<file path="src/rtl/uart_pkg.sv">
// Shared types and constants for the oversampling UART receiver and its companion transmitter.
package uart_pkg;

  typedef enum logic [1:0] {
    PAR_NONE,
    PAR_EVEN,
    PAR_ODD
  } parity_e;

  typedef enum logic [2:0] {
    ST_IDLE,
    ST_START,
    ST_DATA,
    ST_PARITY,
    ST_STOP,
    ST_DONE
  } rx_state_e;

  localparam int DATA_BITS_MAX = 9;

  function automatic logic maj3(input logic a, input logic b, input logic c);
    return (a & b) | (a & c) | (b & c);
  endfunction

endpackage

</file>
<file path="src/rtl/uart_baud_gen.sv">
// Oversample tick generator: one-cycle pulse every CLK_DIV clocks, restartable so the
// tick phase can be aligned to a detected start edge.
module uart_baud_gen #(
  parameter int CLK_DIV = 4
) (
  input  logic i_clk,
  input  logic i_rst,
  input  logic i_clear,
  output logic o_tick
);

  localparam int CW = (CLK_DIV > 1) ? $clog2(CLK_DIV) : 1;
  localparam logic [CW-1:0] LAST = CW'(CLK_DIV - 1);

  logic [CW-1:0] cnt_q;

  // Down-counter; i_clear reloads it so the first tick lands a full period after the edge.
  always_ff @(posedge i_clk) begin
    if (i_rst) begin
      cnt_q <= '0;
    end else if (i_clear || (cnt_q == '0)) begin
      cnt_q <= LAST;
    end else begin
      cnt_q <= cnt_q - 1'b1;
    end
  end

  assign o_tick = (cnt_q == '0) && !i_clear;

endmodule

</file>
<file path="src/rtl/uart_rx_ovs.sv">
// Oversampling UART receiver with 3-sample majority vote, start-glitch rejection,
// parity/framing error flags and a valid/ready output register with overrun pulse.
//
//   state     | meaning
//   ----------+-------------------------------------------------------------
//   ST_IDLE   | line idle; armed for a 1->0 edge on the synchronised line
//   ST_START  | verifying start bit at mid-bit; voted 1 means glitch -> IDLE
//   ST_DATA   | shifting DATA_BITS voted bits, LSB first
//   ST_PARITY | voting the parity bit and comparing against the data
//   ST_STOP   | voting stop bit(s); leaves at mid-bit of the last stop bit
//   ST_DONE   | one cycle: load output register or flag overrun
module uart_rx_ovs
  import uart_pkg::*;
#(
  parameter int      CLK_DIV   = 4,
  parameter int      OVS       = 16,
  parameter int      DATA_BITS = 8,
  parameter parity_e PARITY    = PAR_NONE,
  parameter int      STOP_BITS = 1
) (
  input  logic                 i_clk,
  input  logic                 i_rst,
  input  logic                 i_uart_rx,
  output logic [DATA_BITS-1:0] o_data,
  output logic                 o_parity_err,
  output logic                 o_frame_err,
  output logic                 o_valid,
  input  logic                 i_ready,
  output logic                 o_overrun,
  output logic                 o_busy
);

  localparam int SW = $clog2(OVS);
  localparam int BW = $clog2(DATA_BITS + 1);
  localparam logic [SW-1:0] S_V0   = SW'(OVS / 2 - 1);
  localparam logic [SW-1:0] S_V1   = SW'(OVS / 2);
  localparam logic [SW-1:0] S_VOTE = SW'(OVS / 2 + 1);
  localparam logic [SW-1:0] S_END  = SW'(OVS - 1);
  localparam logic [BW-1:0] B_LAST = BW'(DATA_BITS - 1);
  localparam logic [BW-1:0] P_LAST = BW'(STOP_BITS - 1);

  rx_state_e            state_q;
  logic                 rx_meta_q, rx_s_q, rx_prev_q;
  logic [SW-1:0]        smp_q;
  logic [BW-1:0]        bit_q;
  logic                 s0_q, s1_q;
  logic [DATA_BITS-1:0] shift_q;
  logic                 perr_q, ferr_q;
  logic [DATA_BITS-1:0] data_q;
  logic                 data_perr_q, data_ferr_q, valid_q, overrun_q;

  logic tick, start_edge, vote_d, at_vote, at_end;

  assign start_edge = (state_q == ST_IDLE) && rx_prev_q && !rx_s_q;
  assign vote_d     = maj3(s0_q, s1_q, rx_s_q);
  assign at_vote    = tick && (smp_q == S_VOTE);
  assign at_end     = tick && (smp_q == S_END);

  uart_baud_gen #(.CLK_DIV(CLK_DIV)) u_baud (
    .i_clk  (i_clk),
    .i_rst  (i_rst),
    .i_clear(start_edge),
    .o_tick (tick)
  );

  always_ff @(posedge i_clk) begin
    if (i_rst) begin
      rx_meta_q   <= 1'b1;
      rx_s_q      <= 1'b1;
      rx_prev_q   <= 1'b1;
      state_q     <= ST_IDLE;
      smp_q       <= '0;
      bit_q       <= '0;
      s0_q        <= 1'b0;
      s1_q        <= 1'b0;
      shift_q     <= '0;
      perr_q      <= 1'b0;
      ferr_q      <= 1'b0;
      data_q      <= '0;
      data_perr_q <= 1'b0;
      data_ferr_q <= 1'b0;
      valid_q     <= 1'b0;
      overrun_q   <= 1'b0;
    end else begin
      rx_meta_q <= i_uart_rx;
      rx_s_q    <= rx_meta_q;
      rx_prev_q <= rx_s_q;
      overrun_q <= 1'b0;
      if (valid_q && i_ready) valid_q <= 1'b0;
      if ((state_q != ST_IDLE) && tick) smp_q <= smp_q + 1'b1;
      if (tick && (smp_q == S_V0)) s0_q <= rx_s_q;
      if (tick && (smp_q == S_V1)) s1_q <= rx_s_q;

      case (state_q)
        ST_IDLE: begin
          if (start_edge) begin
            state_q <= ST_START;
            smp_q   <= '0;
            bit_q   <= '0;
            perr_q  <= 1'b0;
            ferr_q  <= 1'b0;
          end
        end
        ST_START: begin
          if (at_vote && vote_d) state_q <= ST_IDLE;
          else if (at_end) state_q <= ST_DATA;
        end
        ST_DATA: begin
          if (at_vote) shift_q <= {vote_d, shift_q[DATA_BITS-1:1]};
          if (at_end) begin
            if (bit_q == B_LAST) begin
              bit_q   <= '0;
              state_q <= (PARITY == PAR_NONE) ? ST_STOP : ST_PARITY;
            end else begin
              bit_q <= bit_q + 1'b1;
            end
          end
        end
        ST_PARITY: begin
          if (at_vote) perr_q <= (^{shift_q, vote_d}) != (PARITY == PAR_ODD);
          if (at_end) state_q <= ST_STOP;
        end
        ST_STOP: begin
          // Leave at mid-bit of the last stop bit to leave resync margin for the next start edge.
          if (at_vote) begin
            if (!vote_d) ferr_q <= 1'b1;
            if (bit_q == P_LAST) state_q <= ST_DONE;
          end else if (at_end) begin
            bit_q <= bit_q + 1'b1;
          end
        end
        ST_DONE: begin
          if (!valid_q || i_ready) begin
            data_q      <= shift_q;
            data_perr_q <= perr_q;
            data_ferr_q <= ferr_q;
            valid_q     <= 1'b1;
          end else begin
            overrun_q <= 1'b1;
          end
          state_q <= ST_IDLE;
        end
        default: state_q <= ST_IDLE;
      endcase
    end
  end

  assign o_data       = data_q;
  assign o_parity_err = data_perr_q;
  assign o_frame_err  = data_ferr_q;
  assign o_valid      = valid_q;
  assign o_overrun    = overrun_q;
  assign o_busy       = (state_q != ST_IDLE);

endmodule
</file>
<file path="config.mk">
export PLATFORM = sky130hd
export DESIGN_NAME = uart_rx_ovs
export DESIGN_NICKNAME = d
export VERILOG_FILES = /design/src/rtl/uart_pkg.sv /design/src/rtl/uart_baud_gen.sv /design/src/rtl/uart_rx_ovs.sv
export SDC_FILE = /design/constraint.sdc
export NUM_CORES = 1
export LEC_CHECK = 0
export BUFFER_PORTS_ARGS = -buffer_cell sky130_fd_sc_hd__buf_2
export CORE_MARGIN = 5
export CORE_UTILIZATION = 37
export DETAILED_ROUTE_END_ITERATION = 8
export PLACE_DENSITY_LB_ADDON = 0.1
export RECOVER_POWER = 25
export SYNTH_ARGS = -nofsm -noshare
export SYNTH_HDL_FRONTEND = slang
export SYNTH_HIERARCHICAL = 1
export SYNTH_SLANG_ARGS = --single-unit
</file>
<file path="constraint.sdc">
create_clock -name i_clk -period 2 [get_ports i_clk]
set_input_delay 0.1 -clock i_clk [delete_from_list [all_inputs] [get_ports i_clk]]
set_output_delay 0.1 -clock i_clk [all_outputs]
set_load 0.02 [all_outputs]
</file>
# Word-level counts from Yosys, hierarchy flattened

Index checks and enable logic that the tools add are counted.

Reductions and logical operators: 30
Mux-type cells: 29
Bitwise gates (word level): 6
Eq/ne operators: 21
$add $sub $neg: 3

Operators by type and width:

| kind                                          | number |
|---|---|
| two-way mux 4 bit                             | 8 |
| two-way mux 3 bit                             | 8 |
| != test 2 bit, second input constant          | 9 |
| case mux 3 bit (5 select lines)               | 1 |
| == test 4 bit, second input constant          | 3 |
| case mux 4 bit (3 select lines)               | 1 |
| logical AND 1 bit                             | 10 |
| XOR reduction 9 bit                           | 1 |
| adder 4 x 1 -> 4 bit, second input constant   | 2 |
| == test 4 x 3 -> 1 bit, second input constant | 2 |
| two-way mux 1 bit                             | 8 |
| AND reduction 7 bit                           | 1 |
| == test 3 x 2 -> 1 bit, second input constant | 2 |
| == test 3 bit, second input constant          | 2 |
| nonzero test 3 bit                            | 2 |
| AND reduction 5 bit                           | 1 |
| zero test 4 bit                               | 1 |
| case mux 1 bit (2 select lines)               | 2 |
| AND reduction 2 bit                           | 2 |
| AND reduction 4 bit                           | 1 |
| nonzero test 2 bit                            | 2 |
| AND 1 bit                                     | 3 |
| == test 3 x 1 -> 1 bit, second input constant | 1 |
| zero test 1 bit                               | 3 |
| other kinds (11)                              | 13 |

Bits in registers: 40
Output and inout bits: 13
Input bits: 4
Word-level logic and storage cells: 106

# Logic depth before layout (Yosys ltp)

Gate-level depths: netlist of the first run.

Word-level depth: 9
Mapped depth: 9

# Hierarchy

The synthesis of the first run kept the hierarchy.

Modules (own cells, without submodules):

| module        | cells an instance | area each (µm²) | seq. area each (µm²) | times used |
|---|---|---|---|---|
| uart_rx_ovs   | 192               | 1707.9          | 760.7                | 1 |
| uart_baud_gen | 9                 | 82.6            | 40.0                 | 1 |

# Least setup slack after synthesis of the first run

No wires, ideal clock.

Path kind: register to register
Start point: register state_q[2]
End point: register shift_q[7]
Library setup time: 0.128 ns
Stages on the path, launching flop included: 10
Buffers on the path: 2
Path slack: -0.195 ns
Arrival: 2.067 ns
Cell sequence: dfxtp_1 buf_6 or3b_4 nor3_4 and2b_2 and4b_1 clkbuf_1 nand2_1 mux2i_1 nor2_1

Longest elaborated chain between the ends: 7
Elaborated cells on any way between the ends: 8

RTL lines:

| element                              | RTL line            | text |
|---|---|---|
| start, declared                      | uart_rx_ovs.sv:42   | `rx_state_e state_q;` |
| start signal, assigned               | uart_rx_ovs.sv:113  | `state_q <= (PARITY == PAR_NONE) ? ST_STOP : ST_PARITY;` |
| zero test 3 bit                      | uart_rx_ovs.sv:54   | `assign start_edge = (state_q == ST_IDLE) && rx_prev_q && !rx_s_q;` |
| logical AND 1 bit (2 in a row)       | uart_rx_ovs.sv:54   |  |
| net start_edge                       | uart_rx_ovs.sv:52   | `logic tick, start_edge, vote_d, at_vote, at_end;` |
| zero test 1 bit                      | uart_baud_gen.sv:28 | `assign o_tick = (cnt_q == '0) && !i_clear;` |
| logical AND 1 bit                    | uart_baud_gen.sv:28 |  |
| net tick                             | uart_rx_ovs.sv:52   |  |
| logical AND 1 bit                    | uart_rx_ovs.sv:56   | `assign at_vote = tick && (smp_q == S_VOTE);` |
| AND reduction 2 bit (no source line) | n/a                 |  |
| end signal, assigned                 | uart_rx_ovs.sv:109  | `if (at_vote) shift_q <= {vote_d, shift_q[DATA_BITS-1:1]};` |
| end, declared                        | uart_rx_ovs.sv:47   | `logic [DATA_BITS-1:0] shift_q;` |

The timed path passes the listed nets, and every way through them passes these cells.
A chain may end at the register's enable or synchronous reset.

# Final worst setup path of the first run

Start point: register state_q[2]
End point: register shift_q[6]

Same word-level chain as after synthesis.

==> results.txt, run 1 <==
- The run finished with clean final reports.
* CP Capture Type: flip-flop
- The clock arrives with around 6.7 ps of skew.
* Initial antenna violation count: 0
* Maximum vdd drop: approximately 460 uV
- Cell family contributing the most delay on the critical path: simple AND/OR/NAND/NOR gates
- Port buffering added 16 buffers.
- Of all nets on the critical path, the largest fanout is 7.
- Total power: roughly 1.6 mW
- Overall routing resource usage: 12.8%
* Required time of the critical path: around 2200 ps
- Average via count per standard cell: roughly 4.7
* DRC marker count from the first detailed-route iteration: 74
* I/O pin count: 17
- The slowest stage of the critical path is the sky130_fd_sc_hd__or3b_4 cell.
- Yosys Warn Count: 6
- The die is 79.6 um tall.
- STA classifies the critical path startpoint as a flip-flop.
- Endpoint of the worst hold-timing path: o_overrun$_SDFF_PP0_
- Critical path's largest stage delay: between 400 and 500 ps
- Count of buffer and inverter cells on the critical path: 1
* Fraction of layout cells with a size suffix above 1: about 17%
- At the pin with the least slew margin, the transition time is roughly 700 ps.
- Post-Route WL: roughly 3500 um
* Number of synthesized flops with an enable pin: 0
- In the layout the commonest cells are 39 x sky130_fd_sc_hd__dfxtp_1, 28 x sky130_fd_sc_hd__nor2_1, 19 x sky130_fd_sc_hd__nand2_1.
* HP Class: input port to flip-flop
- In the routed design, unresolved DRC markers number 0.
* Root buffer cell: sky130_fd_sc_hd__clkbuf_8
* Number of nets in the finished design: roughly 240
* Clock latency reported for the late side of the worst-skew pair: 290 ps
* Worst Hold Path Cells: 3
* Data arrival time of the critical path: approximately 2100 ps
* Synth Register Bits: 40
* Cells after Synth: approximately 200
* Total number of placement rows: 25
- # Max-Cap Violations: 0
* Starting utilization of the core area: a little under two fifths
- For this design the static power due to leakage is roughly 0.8 nW.
- The final count of hold timing violations is 0.
* DR vias: 1,375
* CP cell instances: or3b_4 > nor3_4 > and2b_2 > and4b_2 > nand2_4 > buf_12 > nand2_1 > a21oi_1
- For this run, the leading register cell type out of synthesis is sky130_fd_sc_hd__dfxtp_1.
* Setup violations, final: 0
* Clock H-tree levels: 2
* Setup slack of the most critical reg-to-reg path: ~90 ps
- Dividing total power by cell area gives a power density of about 740 mW/mm2.
- Period Utilization, post-route: 95.6%
- CTS tree: built
* TritonCTS Buffers: 5
- HP Start: i_ready
* Overall die width: ~80 um
* Routed wire per std cell: about 12 um
* Count of clock tree sinks: 40
- Counting every net in the synthesized netlist gives approximately 210.
- The floorplan step defined a core boundary enclosing approximately 0.0047 mm2.
- The final max-slew violation count was 0.
* Worst relative slew slack: roughly 53%
* Syn avg cell area: just under 9 um2
- Detailed placement HPWL: 2610 um
- Count of antenna-violating nets left after detailed routing: 0
- Number of global-route vias before repair: roughly 1,400
* Number of buffers on the longest clock path: 2
* Remaining global-route overflow: 0
- Antenna cell count: 0
* Floorplan die area: 0.00633 mm2
- P&R area growth vs syn: 19.1%
* GP Congestion: 0.807
* Achievable frequency: 0.523 GHz
- Setup Crit Path Kind: flip-flop to flip-flop
- For the worst flop-to-flop path, the logic depth is 8.
* Async set-reset flop share out of synthesis: 0%
* Worst Setup Slack, final: 87.7 ps
- First-pass iteration count of the detailed router: 4
- Cell area after synthesis: ~0.0018 mm2
- The library cell used most frequently in the layout, excluding fill and tap cells, is sky130_fd_sc_hd__dfxtp_1.
* Clock-pin transition on the worst setup and hold timing paths: approximately 80 ps
* Critical register-to-register path startpoint: state_q[2]$_SDFFE_PP0P_
* Maximum number of pins on one net before global-route repair: 39
* Sequential share of the synthesized area: 44.7%
- The first global-routing pass estimated 6340 um of wire.
- Unrepaired setup endpoints after global routing: yes
- Hold timing on the final database bottoms out at a slack of approximately 120 ps.
* R2R Path End: shift_q[6]$_SDFFE_PP0P_
- Setup slack after placement: approximately 32 ps
- TNS Setup: 0 ps
- Yosys mapped the design onto 39 distinct sky130hd cell types.
* Post-route minimum period: roughly 1900 ps
how the worst max path moves through the flow:
stage                                       start                       to  depth (start not counted)
final                     state_q[2]$_SDFFE_PP0P_  shift_q[6]$_SDFFE_PP0P_                          8
after global routing      state_q[2]$_SDFFE_PP0P_  shift_q[6]$_SDFFE_PP0P_                          8
after CTS                       rx_s_q$_SDFF_PP1_  shift_q[7]$_SDFFE_PP0P_                          7
after detailed placement        rx_s_q$_SDFF_PP1_  shift_q[7]$_SDFFE_PP0P_                          7
after global placement    state_q[1]$_SDFFE_PP0P_    bit_q[3]$_SDFFE_PP0P_                          5
after floorplan           state_q[2]$_SDFFE_PP0P_  shift_q[7]$_SDFFE_PP0P_                          9
cells by family (layout without fill, tap and decap cells):
kind of cell,count (synthesis),count (layout),synth area share [%]
AO/OA/AOI/OAI,27,27,9.16
adder cells (fa/ha/maj),7,7,4.75
flip-flops,40,40,44.7
AND/OR/NAND/NOR,84,84,23.8
XOR/XNOR,10,10,4.89
buffers and inverters,18,44,4.33
multiplexers,15,15,8.39
layer usage:
layer  vias to the layer above  share of wire [%]  track usage (%)
met5                         -                  0                0
met4                         0                1.2             5.50
met3                         4                3.3             4.18
met2                        22                 46             19.9
met1                       623                 49             16.0
li1                        726                  -                -
registers in the layout (all words and copies together) (netlist names):
register      cells
bit_q             4
ferr_q            1
o_data            8
o_frame_err       1
o_overrun         1
o_parity_err      1
o_valid           1
perr_q            1
rx_meta_q         1
rx_prev_q         1
rx_s_q            1
s0_q              1
s1_q              1
shift_q           8
smp_q             4
state_q           3
u_baud/cnt_q      2
repair_timing:
item | in CTS | in global routing
gates resized for setup | 0 | 5
buffers inserted | 0 | 2
endpoints found under the setup margin | 0 | 12
endpoints found under the hold margin | 1 | 0
hold buffers | 1 | 0
worst register-to-register path: stages, from the launching register on:
cell and delay [ps]:
sky130_fd_sc_hd__dfxtp_1 320, sky130_fd_sc_hd__or3b_4 410, sky130_fd_sc_hd__nor3_4 130, sky130_fd_sc_hd__and2b_2 270, sky130_fd_sc_hd__and4b_2 300, sky130_fd_sc_hd__nand2_4 100, sky130_fd_sc_hd__buf_12 110, sky130_fd_sc_hd__nand2_1 50
sky130_fd_sc_hd__a21oi_1 160
area by class of cell:
cell class	count	area, um2
clock buffer	5	68.8
clock inverter	3	46.3
fill	475	2590
inverter	8	30.0
multi-input combinational	143	928
sequential	40	802
tap	67	83.8
timing repair buffer	28	174
report_power, final:
group          internal [mW]  total (mW)  leakage [nW]  switching (mW)
Combinational         0.0447       0.109         0.436          0.0639
Sequential             0.809       0.819         0.324         0.00992
Clock                  0.376       0.658        0.0548           0.282
stage by stage:
| stage | util, % | instances | cell area [um2] |
|---|---|---|---|
| final | 45.2 | 294 | 2130 |
| after global routing | 45.2 | 294 | 2130 |
| after CTS | 44.6 | 292 | 2110 |
| after detailed placement | 42.0 | 283 | 1980 |
| after global placement | 42.0 | 283 | 1980 |
| after floorplan | - | 201 | 1810 |
cell usage after synthesis, drive strengths merged, types with 2 or more instances:
| cell | n | area, um2 |
|---|---|---|
| nand4 | 3 | 18.8 |
| nand2b | 2 | 12.5 |
| clkbuf | 7 | 26.3 |
| inv | 8 | 30.0 |
| and2 | 2 | 12.5 |
| or2 | 4 | 25.0 |
| nor3 | 2 | 21.3 |
| buf | 3 | 21.3 |
| or3 | 2 | 12.5 |
| a21oi | 17 | 85.1 |
| dfxtp | 40 | 801 |
| nor2 | 28 | 105 |
| nand4b | 2 | 17.5 |
| nand2 | 20 | 75.1 |
| xor2 | 3 | 26.3 |
| nand3 | 10 | 50.1 |
| ha | 6 | 75.1 |
| xnor2 | 7 | 61.3 |
| o21ai | 3 | 15.0 |
| mux2i | 15 | 150 |
Note: power is estimated with default switching activity, not from simulation.
==> inputs of run 2 (changes only) <==
--- a/config.mk
+++ b/config.mk
@@ -5,7 +5,7 @@
 export SDC_FILE = /design/constraint.sdc
 export NUM_CORES = 1
 export LEC_CHECK = 0
-export BUFFER_PORTS_ARGS = -buffer_cell sky130_fd_sc_hd__buf_2
+export BUFFER_PORTS_ARGS = -buffer_cell sky130_fd_sc_hd__buf_4
 export CORE_MARGIN = 5
 export CORE_UTILIZATION = 37
 export DETAILED_ROUTE_END_ITERATION = 8
==> results.txt, run 2 (synthesized netlist as in run 1, its figures left out) <==
- Number of buffers on the longest clock path: 2 (unchanged)
- Post-route minimum period: 1920 ps (+4.80 ps)
- Number of nets in the finished design: 238 (+0.85%)
* Count of antenna-violating nets left after detailed routing: 0 (unchanged)
* Period Utilization, post-route: 95.9% (+0.24 points)
- The power consumption is 1.70 mW (+7.1%).
- Starting utilization of the core area: 37.9% (unchanged)
- The depth of the most critical reg-to-reg path is 7 (-1).
- Initial antenna violation count: 0 (unchanged)
- # Max-Cap Violations: 0 (unchanged)
* Total number of placement rows: 25 (unchanged)
- Maximum number of pins on one net before global-route repair: 39 (unchanged)
- Routed wire per std cell: 12.0 um (-0.14%)
* Share of power burned in combinational logic: 6.9% (about the same)
* Detailed placement HPWL: 2590 um (-1.0%)
- Die span in y: 79.6 um (unchanged)
* Power dissipated by switching net loads: 0.346 mW (-2.9%)
- DP Cell Count: 286 (+1.1%)
- Unrepaired setup endpoints after global routing: yes
- Static Leakage: 0.866 nW (+6.2%)
- DR vias: 1,416 (+3.0%)
* Fraction of power consumed by the clock network: 44.9% (+3.4 points)
- The clock input transition at the sequential cells of the worst setup and hold paths came to 70 ps (about the same).
- Setup violations, final: 0 (unchanged)
- The final RePlAce weighted congestion was 0.745 (-7.7%).
* Post-route clock skew: 3.23 ps (-3.43 ps)
* Maximum vdd drop: 346 uV (-25%)
* Floorplan die area: 0.00633 mm2 (unchanged)
- The core outline area was 0.00472 mm2 (unchanged).
- Fraction of layout cells with a size suffix above 1: 20.6% (+3.4 points)
- Transition time of the tightest slew-check pin: 388 ps (-312 ps)
* Worst relative slew slack: 74.1% (+21 points)
- The data arrival at the endpoint of the critical path came to 2080 ps (-50 ps).
- Clock latency reported for the late side of the worst-skew pair: 290 ps (about the same)
* TritonCTS Buffers: 5 (unchanged)
- TNS Setup: 0 ps (unchanged)
- The sequential power share is 48.2% (-3.5 points).
* Clock H-tree levels: 2 (unchanged)
* Switching part of the total power: 20.4% (-2.1 points)
- The largest fanout on the critical path came to 8 (+1).
* Internal portion of total power: 1.35 mW (+10%)
* Post-Route WL: 3540 um (+0.20%)
* Antenna cell count: 0 (unchanged)
- Post-route core utilization: 46.5% (+1.3 points)
- The maximum clock rate is 0.522 GHz (-0.25%).
* Port Buffers: 16 (unchanged)
- The count of cells along the worst hold path is 3 (unchanged).
- The final cell count without fillers was 295 (+0.34%).
* Overall die width: 79.6 um (unchanged)
- The number of global-route vias before repair was 1,395 (-0.57%).
* Post-route worst hold slack: 104 ps (-18.3 ps)
- The flow ran to the end, and the final reports show no timing, DRC or antenna violations.
- The number of DRC markers after the initial detailed-route iteration came to 105 (+42%).
* Remaining global-route overflow: 0 (unchanged)
* Wire length of the first global-routing pass: 6150 um (-2.9%)
* Overall routing resource usage: 12.4% (-0.35 points)
- The clock net sink count was 40 (unchanged).
* Final Max Slew Viols: 0 (unchanged)
- Final hold violations: 0 (unchanged)
- I/O pin count: 17 (unchanged)
* Kind of start point of the critical path: flip-flop
* Leading cell type in the layout, fill and taps excluded: sky130_fd_sc_hd__dfxtp_1
- PD cells: 773 mW/mm2 (+4.0%)
- Average via count per standard cell: 4.80 (+2.6%)
- The critical path required time is 2170 ps (-40 ps).
- Root buffer cell: sky130_fd_sc_hd__clkbuf_8
* CTS tree: built
* CP Capture Type: flip-flop
- HP Class: input port to flip-flop
* Setup Crit Path Kind: flip-flop to flip-flop
- First-pass iteration count of the detailed router: 4 (unchanged)
- Commonest cells after routing, fill and taps aside: 39 x sky130_fd_sc_hd__dfxtp_1, 28 x sky130_fd_sc_hd__nor2_1, 26 x sky130_fd_sc_hd__buf_4
- The detailed-route DRC error count came to 0 (unchanged).
* P&R area growth vs syn: 22.6%
-- run 2: cell count changes in the layout (fill, tap and decap cells not counted), sizes merged --
cell / delta
inv: -1
clkinvlp: -1
bufinv: +1
buf: +9
clkbuf: -7
-- run 2: stage by stage --
stage	setup WS [ps]	area [um2]
6_report	82.9	2200
5_1_grt	-13.3	2200
4_1_cts	26.5	2180
3_5_place_dp	51.4	2040
3_3_place_gp	98.3	2040
2_1_floorplan	-73.7	1810
-- run 2: critical path, cell delays in order (launching register included) --
cell,delay (ps)
sky130_fd_sc_hd__dfxtp_2,320
sky130_fd_sc_hd__or3b_4,420
sky130_fd_sc_hd__nor3_4,140
sky130_fd_sc_hd__and2b_2,270
sky130_fd_sc_hd__and4b_2,280
sky130_fd_sc_hd__nand2_4,120
sky130_fd_sc_hd__mux2i_1,190
sky130_fd_sc_hd__nor2_1,50
-- run 2: per-layer routing --
metal  part of all wire [%]  GRT usage (%)  vias to the layer above
li1                       -              -                      730
met5                      0              0                        -
met4                    2.0           5.50                        0
met3                    4.4           3.95                        8
met2                     46           20.2                       28
met1                     47           14.9                      650
-- run 2: layout make-up --
class                           instances  area [um2]
Fill cell                             450        2530
Multi-Input combinational cell        143         923
Sequential cell                        40         802
Timing Repair Buffer                   30         228
Tap cell                               67        83.8
Clock buffer                            5        68.8
Clock inverter                          2        60.1
Inverter                                8        30.0
-- run 2: power by group through the flow --
| stage | Clock (mW) | Combinational (mW) | Sequential (mW) |
|---|---|---|---|
| after floorplan | 0 | 0.0803 | 0.833 |
| after global placement | 0 | 0.112 | 0.836 |
| after detailed placement | 0 | 0.116 | 0.837 |
| after CTS | 0.788 | 0.117 | 0.818 |
| after global routing | 0.817 | 0.135 | 0.819 |
| final | 0.762 | 0.118 | 0.818 |
-- run 2: repair_timing --
action,CTS,global route
hold buffers,1,0
buffers inserted,0,1
endpoints found under the hold margin,1,0
gates resized for setup,0,5
endpoints found under the setup margin,0,10
-- run 2: final timing paths --
path	from	to	slack, ps
worst min-delay path	i_ready	o_overrun$_SDFF_PP0_	100
worst max-delay path	rx_s_q$_SDFF_PP1_	shift_q[7]$_SDFFE_PP0P_	80
worst min register to register	rx_meta_q$_SDFF_PP1_	rx_s_q$_SDFF_PP1_	420
worst max register to register	rx_s_q$_SDFF_PP1_	shift_q[7]$_SDFFE_PP0P_	80
==> inputs of run 3 (changes only) <==
--- a/config.mk
+++ b/config.mk
@@ -13,5 +13,4 @@
 export RECOVER_POWER = 25
 export SYNTH_ARGS = -nofsm -noshare
 export SYNTH_HDL_FRONTEND = slang
-export SYNTH_HIERARCHICAL = 1
 export SYNTH_SLANG_ARGS = --single-unit
==> constraint.sdc (replaced) <==
create_clock -name i_clk -period 2 [get_ports i_clk]
set_input_delay 0.1 -clock i_clk [delete_from_list [all_inputs] [get_ports i_clk]]
set_output_delay 0.1 -clock i_clk [all_outputs]
set_load 0.1 [all_outputs]
==> results.txt, run 3 <==
- The flow ran to the end, and the final reports show no timing, DRC or antenna violations.
* Yosys Warn Count: 0 (-6)
* HP Class: input port to flip-flop
- Clock-pin transition on the worst setup and hold timing paths: 80 ps (about the same)
- The worst setup path is launched from a flip-flop.
- Post-route clock skew: 6.24 ps (+3.01 ps)
- Transition time of the tightest slew-check pin: 1170 ps (+787 ps)
- Logic depth of the worst register-to-register path: 5 (-2)
- The number of nets produced by synthesis came to 212 (+0.47%).
* Maximum vdd drop: 384 uV (+11%)
- Setup repair after global routing left no endpoint under its margin.
* Area of the core: 0.00475 mm2 (+0.66%)
- I/O pin count: 17 (unchanged)
- Of all cell types, the one taking the most synthesized area is sky130_fd_sc_hd__dfxtp_1.
* Final hold violations: 0 (unchanged)
- The critical path required time was 2220 ps (+50 ps).
* Routed wire per std cell: 12.8 um (+6.5%)
- The number of resized instances in the post-cts repair step came to 0 (unchanged).
- Maximum number of pins on one net before global-route repair: 41 (+5.1%)
* # Max-Cap Violations: 0 (unchanged)
- The number of DRC markers after the initial detailed-route iteration was 86 (-18%).
* Post-route minimum period: 1860 ps (-56.1 ps)
* Post-route cell area: 0.00210 mm2 (-4.4%)
- Async set-reset flop share out of synthesis: 0% (unchanged)
- Worst relative slew slack: 22.0% (-52 points)
- The depth of the CTS H-tree was 2 (unchanged).
- TritonCTS built the clock tree.
- Antenna cell count: 0 (unchanged)
- Achievable frequency: 0.537 GHz (+3.0%)
- The number of routed nets with antenna violations is 0 (unchanged).
- The total power density per cell area was 708 mW/mm2 (-8.4%).
- Setup violations, final: 0 (unchanged)
* Data arrival time of the critical path: 2090 ps (about the same)
- Final Max Slew Viols: 0 (unchanged)
- Commonest cells after routing, fill and taps aside: 40 x sky130_fd_sc_hd__dfxtp_1, 21 x sky130_fd_sc_hd__nor2_1, 21 x sky130_fd_sc_hd__a21oi_1
- Syn avg cell area: 9.07 um2 (+1.8%)
- The number of antenna violations at the first check in global routing came to 0 (unchanged).
- Cells after Synth: 202 (+0.50%)
- Detailed placement HPWL: 2600 um (+0.40%)
- Die span in y: 80.4 um (+1.0%)
- After synthesis, the most frequently instantiated cells are 40 x sky130_fd_sc_hd__dfxtp_1, 21 x sky130_fd_sc_hd__a21oi_1, 21 x sky130_fd_sc_hd__nor2_1.
- Port Buffers: 16 (unchanged)
* Number of nets in the finished design: 233 (-2.1%)
- Sequential share of the synthesized area: 43.7% (-1.0 points)
* Highest net fanout along the worst path: 12 (+4)
- Total power: 1.49 mW (-12%)
- The post-detailed-route via-to-cell ratio was 5.06 (+5.5%).
- The number of distinct library cell variants in the gate-level netlist after synthesis came to 38 (-2.6%).
- In this run the critical register-to-register path is launched from state_q[1]$_SDFFE_PP0P_.
* First-pass iteration count of the detailed router: 4 (unchanged)
- Placed cell area: 0.00204 mm2 (-0.31%)
- Relative to the synthesized area, the layout overhead comes to 14.6%.
- The standby leakage power is 0.746 nW (-14%).
* Worst setup path startpoint: state_q[1]$_SDFFE_PP0P_
- Met2 track utilization from global routing: 20.1% (-0.084 points)
* Number of global-route vias before repair: 1,357 (-2.7%)
* Overall routing resource usage: 12.2% (-0.26 points)
- GR peak layer: met2
- Number of buffers on the longest clock path: 2 (unchanged)
* Total number of placement rows: 25 (unchanged)
- The post-route clock period utilization came to 93.1% (-2.8 points).
- The sum of negative setup slack was 0 ps (unchanged).
* Area fraction of the dominant cell type after synthesis: 43.7% (-1.0 points)
- Starting utilization of the core area: 38.5% (+0.62 points)
* HP Start: i_ready
* GP Congestion: 0.839 (+13%)
* GR met1 Demand/Resource: 14.4% (-0.50 points)
- By area the synthesized netlist is led by sky130_fd_sc_hd__dfxtp_1 44%, sky130_fd_sc_hd__mux2i_1 7.7%, sky130_fd_sc_hd__a21oi_1 5.7%.
* DRC errors left: 0 (unchanged)
- The count of cells along the worst hold path came to 3 (unchanged).
- Among all cell types in the netlist, the one instantiated most often is sky130_fd_sc_hd__dfxtp_1.
* Clock latency reported for the late side of the worst-skew pair: 290 ps (about the same)
* Count of clock tree sinks: 40 (unchanged)
- The first-pass GRT wire length is 6150 um (-0.11%).
- Leading cell type in the layout, fill and taps excluded: sky130_fd_sc_hd__dfxtp_1
- CP Capture Type: flip-flop
- The number of enable flip-flop cells after synthesis was 0 (unchanged).
- The critical path is of the flip-flop to flip-flop type.
* Overall die width: 80.4 um (+1.0%)
- The met3 track utilization from global routing is 4.04% (+0.086 points).
- The total die area came to 0.00646 mm2 (+2.0%).
- The via count is 1,468 (+3.7%).
* TritonCTS Buffers: 5 (unchanged)
* Fraction of layout cells with a size suffix above 1: 14.3% (-6.3 points)
* Root buffer cell: sky130_fd_sc_hd__clkbuf_8
* Remaining global-route overflow: 0 (unchanged)
* Cell area after synthesis: 0.00183 mm2 (+2.3%)
* Synth Register Bits: 40 (unchanged)
- Post-Route WL: 3710 um (+4.7%)
* Most used flip-flop cell after synthesis: sky130_fd_sc_hd__dfxtp_1
[run 3: cell types whose count changed after synthesis, sizes merged, moves of 2 or more]
cell    delta
o211ai     +2
inv        -2
nor2       -7
nand4      -2
and2       -2
a21boi     +2
xor2       -2
nand2b     +2
nand2      -7
nor3       +4
and4       +2
a21oi      +5
nand3      +2
nor2b      +2
[run 3: logic make-up (layout without fill, tap and decap cells)]
logic type               after synthesis  in the layout  synth area share [%]
buffers and inverters                 17             38                  4.37
AND/OR/NAND/NOR                       80             80                  23.3
flip-flops                            40             40                  43.7
AO/OA/AOI/OAI                         35             35                  11.3
XOR/XNOR                               9              9                  5.05
adder cells (fa/ha/maj)                7              7                  4.64
multiplexers                          14             14                  7.65
[run 3: area by class of cell]
cell class,instances,area [um2]
fillers,492,2660
multi-input cells,145,951
flip-flops and latches,40,801
repair buffers,25,160
well taps,67,83.8
clock buffers,5,68.8
inverters,6,22.5
clock inverters,2,12.5
[run 3: layer usage]
layer | vias up | part of all wire, %
met5 | - | 0
met4 | 0 | 1.8
met3 | 8 | 6.0
met2 | 46 | 47
met1 | 678 | 45
li1 | 736 | -
[run 3: where the power goes]
part	switching, mW	internal (mW)	leakage [nW]
sequential	0.0118	0.810	0.324
combinational	0.0953	0.0576	0.383
clock	0.275	0.236	0.0400
[run 3: per-stage QoR]
step	hold WS (ps)	instances	worst slack [ps]	util, %
floorplan	204	202	119	-
global route	112	290	76.5	44.2
global placement	289	282	204	42.9
finish	100	290	139	44.2
CTS	93.5	290	144	44.8
detailed placement	292	282	169	42.9
[run 3: worst paths after layout]
kind	slack, ps	endpoint
worst min-delay path	100	o_overrun$_SDFF_PP0_
worst max register to register	140	bit_q[3]$_SDFFE_PP0P_
worst min register to register	410	rx_s_q$_SDFF_PP1_
worst max-delay path	140	bit_q[3]$_SDFFE_PP0P_
[run 3: critical path, stage by stage, from the launching register on]
cell and delay [ps]:
sky130_fd_sc_hd__dfxtp_1 400, sky130_fd_sc_hd__or3b_2 540, sky130_fd_sc_hd__o22ai_2 150, sky130_fd_sc_hd__a21oi_2 60, sky130_fd_sc_hd__or4_1 500, sky130_fd_sc_hd__a21oi_1 140
[run 3: what timing repair did]
| action | in CTS | in global routing |
|---|---|---|
| hold buffers | 1 | 0 |
| setup endpoints to repair | 0 | 0 |
| endpoints found under the hold margin | 1 | 0 |
| buffers inserted | 0 | 0 |
